### config.mk
export PLATFORM = sky130hd
export DESIGN_NAME = fetch_stage_flat
export DESIGN_NICKNAME = d
export VERILOG_FILES = /design/src/rtl/fetch_stage_if.sv /design/src/rtl/fetch_stage.sv /design/src/flat_wrapper.sv
export SDC_FILE = /design/constraint.sdc
export NUM_CORES = 1
export LEC_CHECK = 0
export ABC_AREA = 1
export CAP_MARGIN = 15
export CORE_ASPECT_RATIO = 1.5
export CORE_UTILIZATION = 30
export CTS_BUF_LIST = sky130_fd_sc_hd__clkbuf_8
export DETAILED_ROUTE_END_ITERATION = 8
export MAX_ROUTING_LAYER = met4
export PLACE_DENSITY_LB_ADDON = 0.08
export SLEW_MARGIN = 5
export SYNTH_ARGS = -nofsm -noshare
export SYNTH_HDL_FRONTEND = slang
export SYNTH_SLANG_ARGS = --single-unit
export TNS_END_PERCENT = 10
### constraint.sdc
create_clock -name clk -period 1.7 [get_ports clk]
set_input_delay 0.34 -clock clk [delete_from_list [all_inputs] [get_ports clk]]
set_output_delay 0.34 -clock clk [all_outputs]
set_load 0.05 [all_outputs]
### src/rtl/fetch_stage_if.sv
// Instruction-memory request/acknowledge bus between the fetch stage and imem.
// Combinational interface only; no latency of its own.
// Flow control: imem_req is held with a stable imem_addr until imem_ack is seen.
interface fetch_stage_if;
   logic        imem_req;
   logic [31:0] imem_addr;
   logic        imem_ack;
   logic [31:0] imem_rdata;

   modport master (
      output imem_req,
      output imem_addr,
      input  imem_ack,
      input  imem_rdata
   );

   modport slave (
      input  imem_req,
      input  imem_addr,
      output imem_ack,
      output imem_rdata
   );
endinterface

### src/rtl/fetch_stage.sv
// Instruction fetch: owns the PC, requests imem, and loads the IF/ID register.
// Latency: zero-wait memory lands in IF/ID on the edge ending the request cycle.
// Backpressure: stall holds IF/ID and parks one returning word in a skid entry.
module fetch_stage #(
   parameter logic [31:0] RESET_PC = 32'h0000_0000,
   parameter logic [31:0] NOP_INST = 32'h0000_0013
) (
   input  logic                 clk,
   input  logic                 rst,
   input  logic                 stall,
   input  logic                 redirect,
   input  logic [31:0]          redirect_pc,
   fetch_stage_if.master        imem,
   output logic [31:0]          IF_ID_PC,
   output logic [31:0]          IF_ID_Inst,
   output logic                 IF_ID_Valid
);

   typedef enum logic {S_REQ = 1'b0, S_DROP = 1'b1} state_t;

   state_t      state_q, state_d;
   logic [31:0] pc_q, pc_d;
   logic [31:0] drop_addr_q, drop_addr_d;
   logic        sb_valid_q, sb_valid_d;
   logic [31:0] sb_pc_q, sb_pc_d;
   logic [31:0] sb_inst_q, sb_inst_d;
   logic [31:0] if_pc_q, if_pc_d;
   logic [31:0] if_inst_q, if_inst_d;
   logic        if_valid_q, if_valid_d;

   logic        req;
   logic        fire;
   logic        drop_done;

   // Request is suppressed while the skid entry is occupied; a dropped request
   // must still be carried to completion at its original address.
   assign req       = !rst && ((state_q == S_REQ && !sb_valid_q) || state_q == S_DROP);
   assign fire      = req && imem.imem_ack && (state_q == S_REQ);
   assign drop_done = req && imem.imem_ack && (state_q == S_DROP);

   assign imem.imem_req  = req;
   assign imem.imem_addr = (state_q == S_DROP) ? drop_addr_q : pc_q;

   assign IF_ID_PC    = if_pc_q;
   assign IF_ID_Inst  = if_inst_q;
   assign IF_ID_Valid = if_valid_q;

   // Next-state: redirect beats stall beats normal flow; everything holds by default.
   always_comb begin
      state_d     = state_q;
      pc_d        = pc_q;
      drop_addr_d = drop_addr_q;
      sb_valid_d  = sb_valid_q;
      sb_pc_d     = sb_pc_q;
      sb_inst_d   = sb_inst_q;
      if_pc_d     = if_pc_q;
      if_inst_d   = if_inst_q;
      if_valid_d  = if_valid_q;

      // The ack for a dropped request retires it regardless of what else happens;
      // its data never reaches IF/ID.
      if (drop_done) begin
         state_d = S_REQ;
      end

      if (redirect) begin
         pc_d       = {redirect_pc[31:2], 2'b00};
         if_valid_d = 1'b0;
         if_inst_d  = NOP_INST;
         sb_valid_d = 1'b0;
         // An un-acked request cannot be withdrawn, so remember where it went
         // and swallow its response later. A same-cycle fire is simply discarded.
         if (state_q == S_REQ && req && !imem.imem_ack) begin
            drop_addr_d = pc_q;
            state_d     = S_DROP;
         end
      end else if (stall) begin
         if (fire) begin
            sb_valid_d = 1'b1;
            sb_pc_d    = pc_q;
            sb_inst_d  = imem.imem_rdata;
            pc_d       = pc_q + 32'd4;
         end
      end else begin
         if (sb_valid_q) begin
            // Skid drains first; req is low this cycle so no fire can collide.
            if_pc_d    = sb_pc_q;
            if_inst_d  = sb_inst_q;
            if_valid_d = 1'b1;
            sb_valid_d = 1'b0;
         end else if (fire) begin
            if_pc_d    = pc_q;
            if_inst_d  = imem.imem_rdata;
            if_valid_d = 1'b1;
            pc_d       = pc_q + 32'd4;
         end else begin
            if_inst_d  = NOP_INST;
            if_valid_d = 1'b0;
         end
      end
   end

   // State registers with synchronous reset.
   always_ff @(posedge clk) begin
      if (rst) begin
         state_q     <= S_REQ;
         pc_q        <= RESET_PC;
         drop_addr_q <= 32'd0;
         sb_valid_q  <= 1'b0;
         sb_pc_q     <= 32'd0;
         sb_inst_q   <= 32'd0;
         if_pc_q     <= 32'd0;
         if_inst_q   <= NOP_INST;
         if_valid_q  <= 1'b0;
      end else begin
         state_q     <= state_d;
         pc_q        <= pc_d;
         drop_addr_q <= drop_addr_d;
         sb_valid_q  <= sb_valid_d;
         sb_pc_q     <= sb_pc_d;
         sb_inst_q   <= sb_inst_d;
         if_pc_q     <= if_pc_d;
         if_inst_q   <= if_inst_d;
         if_valid_q  <= if_valid_d;
      end
   end

endmodule

### src/flat_wrapper.sv
// flat-port wrapper written by rule: the top's interface ports become plain ports
module fetch_stage_flat 
#(
   parameter logic [31:0] RESET_PC = 32'h0000_0000,
   parameter logic [31:0] NOP_INST = 32'h0000_0013
)
  (clk, rst, stall, redirect, redirect_pc, IF_ID_PC, IF_ID_Inst, IF_ID_Valid, imem_imem_req, imem_imem_addr, imem_imem_ack, imem_imem_rdata);
  fetch_stage_if imem_i ();
  input  logic clk;
  input  logic rst;
  input  logic stall;
  input  logic redirect;
  input  logic [31:0] redirect_pc;
  output logic [31:0] IF_ID_PC;
  output logic [31:0] IF_ID_Inst;
  output logic IF_ID_Valid;
  output wire logic [$bits(imem_i.imem_req)-1:0] imem_imem_req;
  output wire logic [$bits(imem_i.imem_addr)-1:0] imem_imem_addr;
  input wire logic [$bits(imem_i.imem_ack)-1:0] imem_imem_ack;
  input wire logic [$bits(imem_i.imem_rdata)-1:0] imem_imem_rdata;
  assign imem_imem_req = imem_i.imem_req;
  assign imem_imem_addr = imem_i.imem_addr;
  assign imem_i.imem_ack = imem_imem_ack;
  assign imem_i.imem_rdata = imem_imem_rdata;
  fetch_stage #(.RESET_PC(RESET_PC), .NOP_INST(NOP_INST)) u_core (.clk(clk), .rst(rst), .stall(stall), .redirect(redirect), .redirect_pc(redirect_pc), .imem(imem_i), .IF_ID_PC(IF_ID_PC), .IF_ID_Inst(IF_ID_Inst), .IF_ID_Valid(IF_ID_Valid));
endmodule
# Yosys cells after proc, flatten, opt, wreduce, memory -nomap -nowiden
# Cells that the tools add are included.
# word_totals
register_bits	195
latch_bits	0
mem_bits_rw	0
mem_bits_ro	0
output_inout_bits	98
elab_cells	47
n_memories	0
# op_classes
add_sub_neg	1
multipliers	0
n_div	0
magnitude_cmp	0
n_eq_ne	2
shift	0
mux	14
n_bitwise	3
reduce_logical	17
# ops
operator	count
$mux W32	9
$add A32 B3 Y32 const B	1
$logic_and A1 B1 Y1	7
$reduce_and A3 Y1	2
$mux W1	5
$logic_not A1 Y1	3
$ne A3 B3 Y1 const B	1
$not A1 Y1	3
$reduce_or A3 Y1	1
$ne A2 B2 Y1 const B	1
$reduce_and A2 Y1	1
$reduce_bool A2 Y1	1
$reduce_or A2 Y1	1
$logic_or A1 B1 Y1	1

# Depth between registers and ports, before layout
# logic_depth
ltp_word	10
ltp_mapped	11
ltp_nobuf	10

# Least setup slack after synthesis
# OpenSTA, ideal clock, no wires.
# synth_timing
path_kind	register -> output
start	reg with a tool-made name
end	out imem_imem_addr[10]
arrival_ps	1697
path_slack_ps	-337
stages_incl_launch_ff	4
path_buffers	2
path_cell_list	dfxtp_1 buf_4 clkbuf_1 o21ai_0
# synth_lines
element	line_no	source
end: declaration	flat_wrapper.sv:18	output wire logic [$bits(imem_i.imem_addr)-1:0] imem_imem_addr;

==> impl_metrics.py <==
metrics = {
    "yosys": {
        "syn_inst": 1185,
        "syn_area_mm2": 0.00834,
        "synth-seq-cells": 187,
        "yosysUniqueCellTypes": 33,
        "synth_area_per_cell_um2": 7.04,
        "synth_seq_area_share": 0.449,
        "ys.warnings.count": 0,
    },
    "final_layout": {
        "drive_gt1_frac": 0.239,
        "diodes": 0,
        "layout.cells.most_common_list": "sky130_fd_sc_hd__nand2_1 (198), sky130_fd_sc_hd__dfxtp_1 (180), sky130_fd_sc_hd__nor2_1 (158)",
        "layout_commonest_cell": "sky130_fd_sc_hd__nand2_1",
        "syn2layout_area_growth_pct": 44.4,
        "post-route-util": 0.441,
        "final_cell_count_no_fill": 1733,
        "fillers": 2845,
        "design.final.nets": 1450,
    },
    "hold_path": {
        "hold_path.class": "input port to flop",
        "hold_depth": 3,
    },
    "worst_setup_path": {
        "worst-path-max-fanout": 5,
        "timing.critical_path.mode_cell": "sky130_fd_sc_hd__buf_12",
        "max_stage_delay_ns": 0.37,
        "critical_path_buf_inv_count": 4,
        "ff2ff_path_depth": 10,
        "crit_cells": 6,
        "worstPathArrival_ns": 1.52,
        "critical-path-top-delay-family": "buffers and inverters",
        "crit_slowest_cell": "sky130_fd_sc_hd__dfxtp_4",
        "crit_path_start_kind": "flop",
        "critical_path_end_type": "output pin",
        "setup.worst_path.class": "flop to output pin",
        "critPathRequiredTime_ns": 1.36,
        "critical_path.cell_chain": "buf_6, buf_12, nand2_2, o21ai_2, buf_4, buf_12",
    },
    "detailed_routing": {
        "dr.first_iter.drc_count": 376,
        "wl_mm": 27.5,
        "postRouteAntennaNets": 0,
        "remaining_drc_errors": 26,
        "drt-wirelength-per-cell_um": 15.8,
        "firstDrtPassIters": 7,
        "detailroute.via_count": 8295,
        "mean_number_of_vias_per_cell": 4.79,
    },
    "sta": {
        "hold_violations": 0,
        "rsz0062_at_grt": "yes",
        "slew_violations": 0,
        "fin_worst_skew_ns": 0.0146,
        "clock.fmax_ghz": 0.537,
        "share_of_the_clock_period_used_by_the_worst_path_after_layout": 1.10,
        "tns_ns": -3.89,
        "clock_period_minus_final_worst_setup_slack_ns": 1.86,
        "setup_viol": 39,
        "final.hold.worst_slack_ns": 0.434,
        "layout_setup_ws_ns": -0.162,
    },
    "pwr": {
        "p_leak_uw": 0.00451,
        "post-layout-total-power_uw": 9790,
        "irDropWorstVdd_uv": 561,
        "cellPowerDensity_mw_per_mm2": 812,
    },
    "clocking": {
        "cts_clk_pin_slew_worst_paths_ns": 0.09,
        "root_buffer": "sky130_fd_sc_hd__clkbuf_8",
        "cts_tree": "done",
        "clock_tree.htree_level_count": 4,
        "cts.sink_count": 187,
        "clk_path_buf_depth": 2,
        "clock_latency_ns": 0.48,
        "cts_hold_buffers": 0,
        "tritoncts.num_buffers": 17,
    },
    "outcome": {
        "violations": "DRC, setup timing",
        "run_status": "finished, violations left",
    },
    "global_route": {
        "grt_max_degree": 56,
        "grt_first_pass_wirelength_mm": 42.4,
        "vias_in_the_first_global_route": 7931,
        "globalRoute.totalOverflow": 0,
        "antenna_found_initial": 0,
        "grtUsageTotal": 0.196,
    },
    "floorplanning": {
        "core_region_area_mm2": 0.0273,
        "initial_core_util": 0.305,
        "floorplan.die.height_um": 206,
        "pin_count": 167,
        "die-area_mm2": 0.0285,
        "die_width_um": 138,
        "rows": 74,
    },
    "place": {
        "half_perimeter_wire_length_after_placement_mm": 18.9,
        "place.detailed.instances": 1691,
        "io_buffers": 160,
        "gp_routability_congestion": 0.880,
    },
    "run": {
        "max_cap_violation_count": 0,
    },
}
[layer usage]
| layer | wire length, um | global-route usage |
|---|---|---|
| met1 | 11400 | 0.212 |
| met2 | 14200 | 0.355 |
| met5 | 0 | - |
| met3 | 1220 | 0.0417 |
| met4 | 650 | 0.0714 |
[sequential cells by signal, summed over array words and instances, names as in the netlist, named ones only]
name,count
u_core.sb_valid_q,1
u_core.IF_ID_PC,30
u_core.IF_ID_Inst,32
u_core.IF_ID_Valid,1
u_core.pc_q,30
u_core.sb_inst_q,32
u_core.sb_pc_q,30
u_core.drop_addr_q,30
[power breakdown]
group          leakage, uW  switching, uW  internal (uW)  total, uW
registers          0.00152            117           4540       4650
clock network     0.000197           1650           1510       3160
logic              0.00279           1140            839       1970
total              0.00451           2900           6890       9790
[path summary, 6_finish.rpt]
kind / startpoint / slack (ns) / endpoint
setup / recovery: flop / -0.16 / imem_imem_addr[3]
setup reg to reg: flop / -0.05 / u_core.sb_pc_q[27]$_SDFFE_PP0P_
hold / removal: imem_imem_rdata[28] / 0.43 / u_core.IF_ID_Inst[28]$_SDFFE_PP0N_
hold reg to reg: u_core.sb_inst_q[31]$_SDFFE_PP0P_ / 0.45 / u_core.sb_inst_q[31]$_SDFFE_PP0P_
[per-stage QoR]
step,setup WS [ns],area (um2)
floorplan,-0.337,8360
global placement,-0.207,11000
detailed placement,-0.239,11000
CTS,-0.215,11500
global route,-0.229,12100
finish,-0.162,12100
[layout make-up]
class | count | area (um2) | share of cell area
clock inverter | 11 | 146 | 0.0121
timing repair buffer | 260 | 2870 | 0.238
clock buffer | 19 | 262 | 0.0217
multi-input combinational | 845 | 4330 | 0.359
sequential | 187 | 3760 | 0.312
tap | 342 | 428 | 0.0355
inverter | 69 | 262 | 0.0217
[worst min-delay path: stages]
cell	delay [ns]
sky130_fd_sc_hd__clkdlybuf4s50_1	0.41
sky130_fd_sc_hd__nand2_1	0.07
sky130_fd_sc_hd__a21oi_1	0.05
[what timing repair did]
action                     CTS  global route
setup endpoints to repair   37           140
gates cloned                 1             7
buffers inserted             0             6
resized for setup           56           117
pin swaps                    0            33
[Yosys cell counts (all sizes together)]
cell type,n,share of area
a31oi,20,0.015
inv,68,0.031
clkbuf,59,0.027
buf,28,0.023
and2,3,0.0022
clkinv,1,0.00045
a21oi,131,0.087
conb,1,0.00045
nand4,3,0.0022
o211ai,1,0.00090
xor2,12,0.013
and3,2,0.0015
o22ai,3,0.0022
nor3,1,0.00060
o21ai,202,0.12
nor2,166,0.075
nand2,227,0.10
a221o,1,0.0012
ha,1,0.0015
nand3,65,0.040
dfxtp,187,0.45
a211oi,3,0.0027
[logic make-up after synthesis]
logic type | synth area share
xor gates and xnor gates | 0.0126
DFF | 0.449
adders and majority gates | 0.00150
other | 0.000449
and+or+nand+nor | 0.226
buffers and inverters | 0.0808
AOI/OAI and AO/OA | 0.230
(Power assumes the default switching activity.)
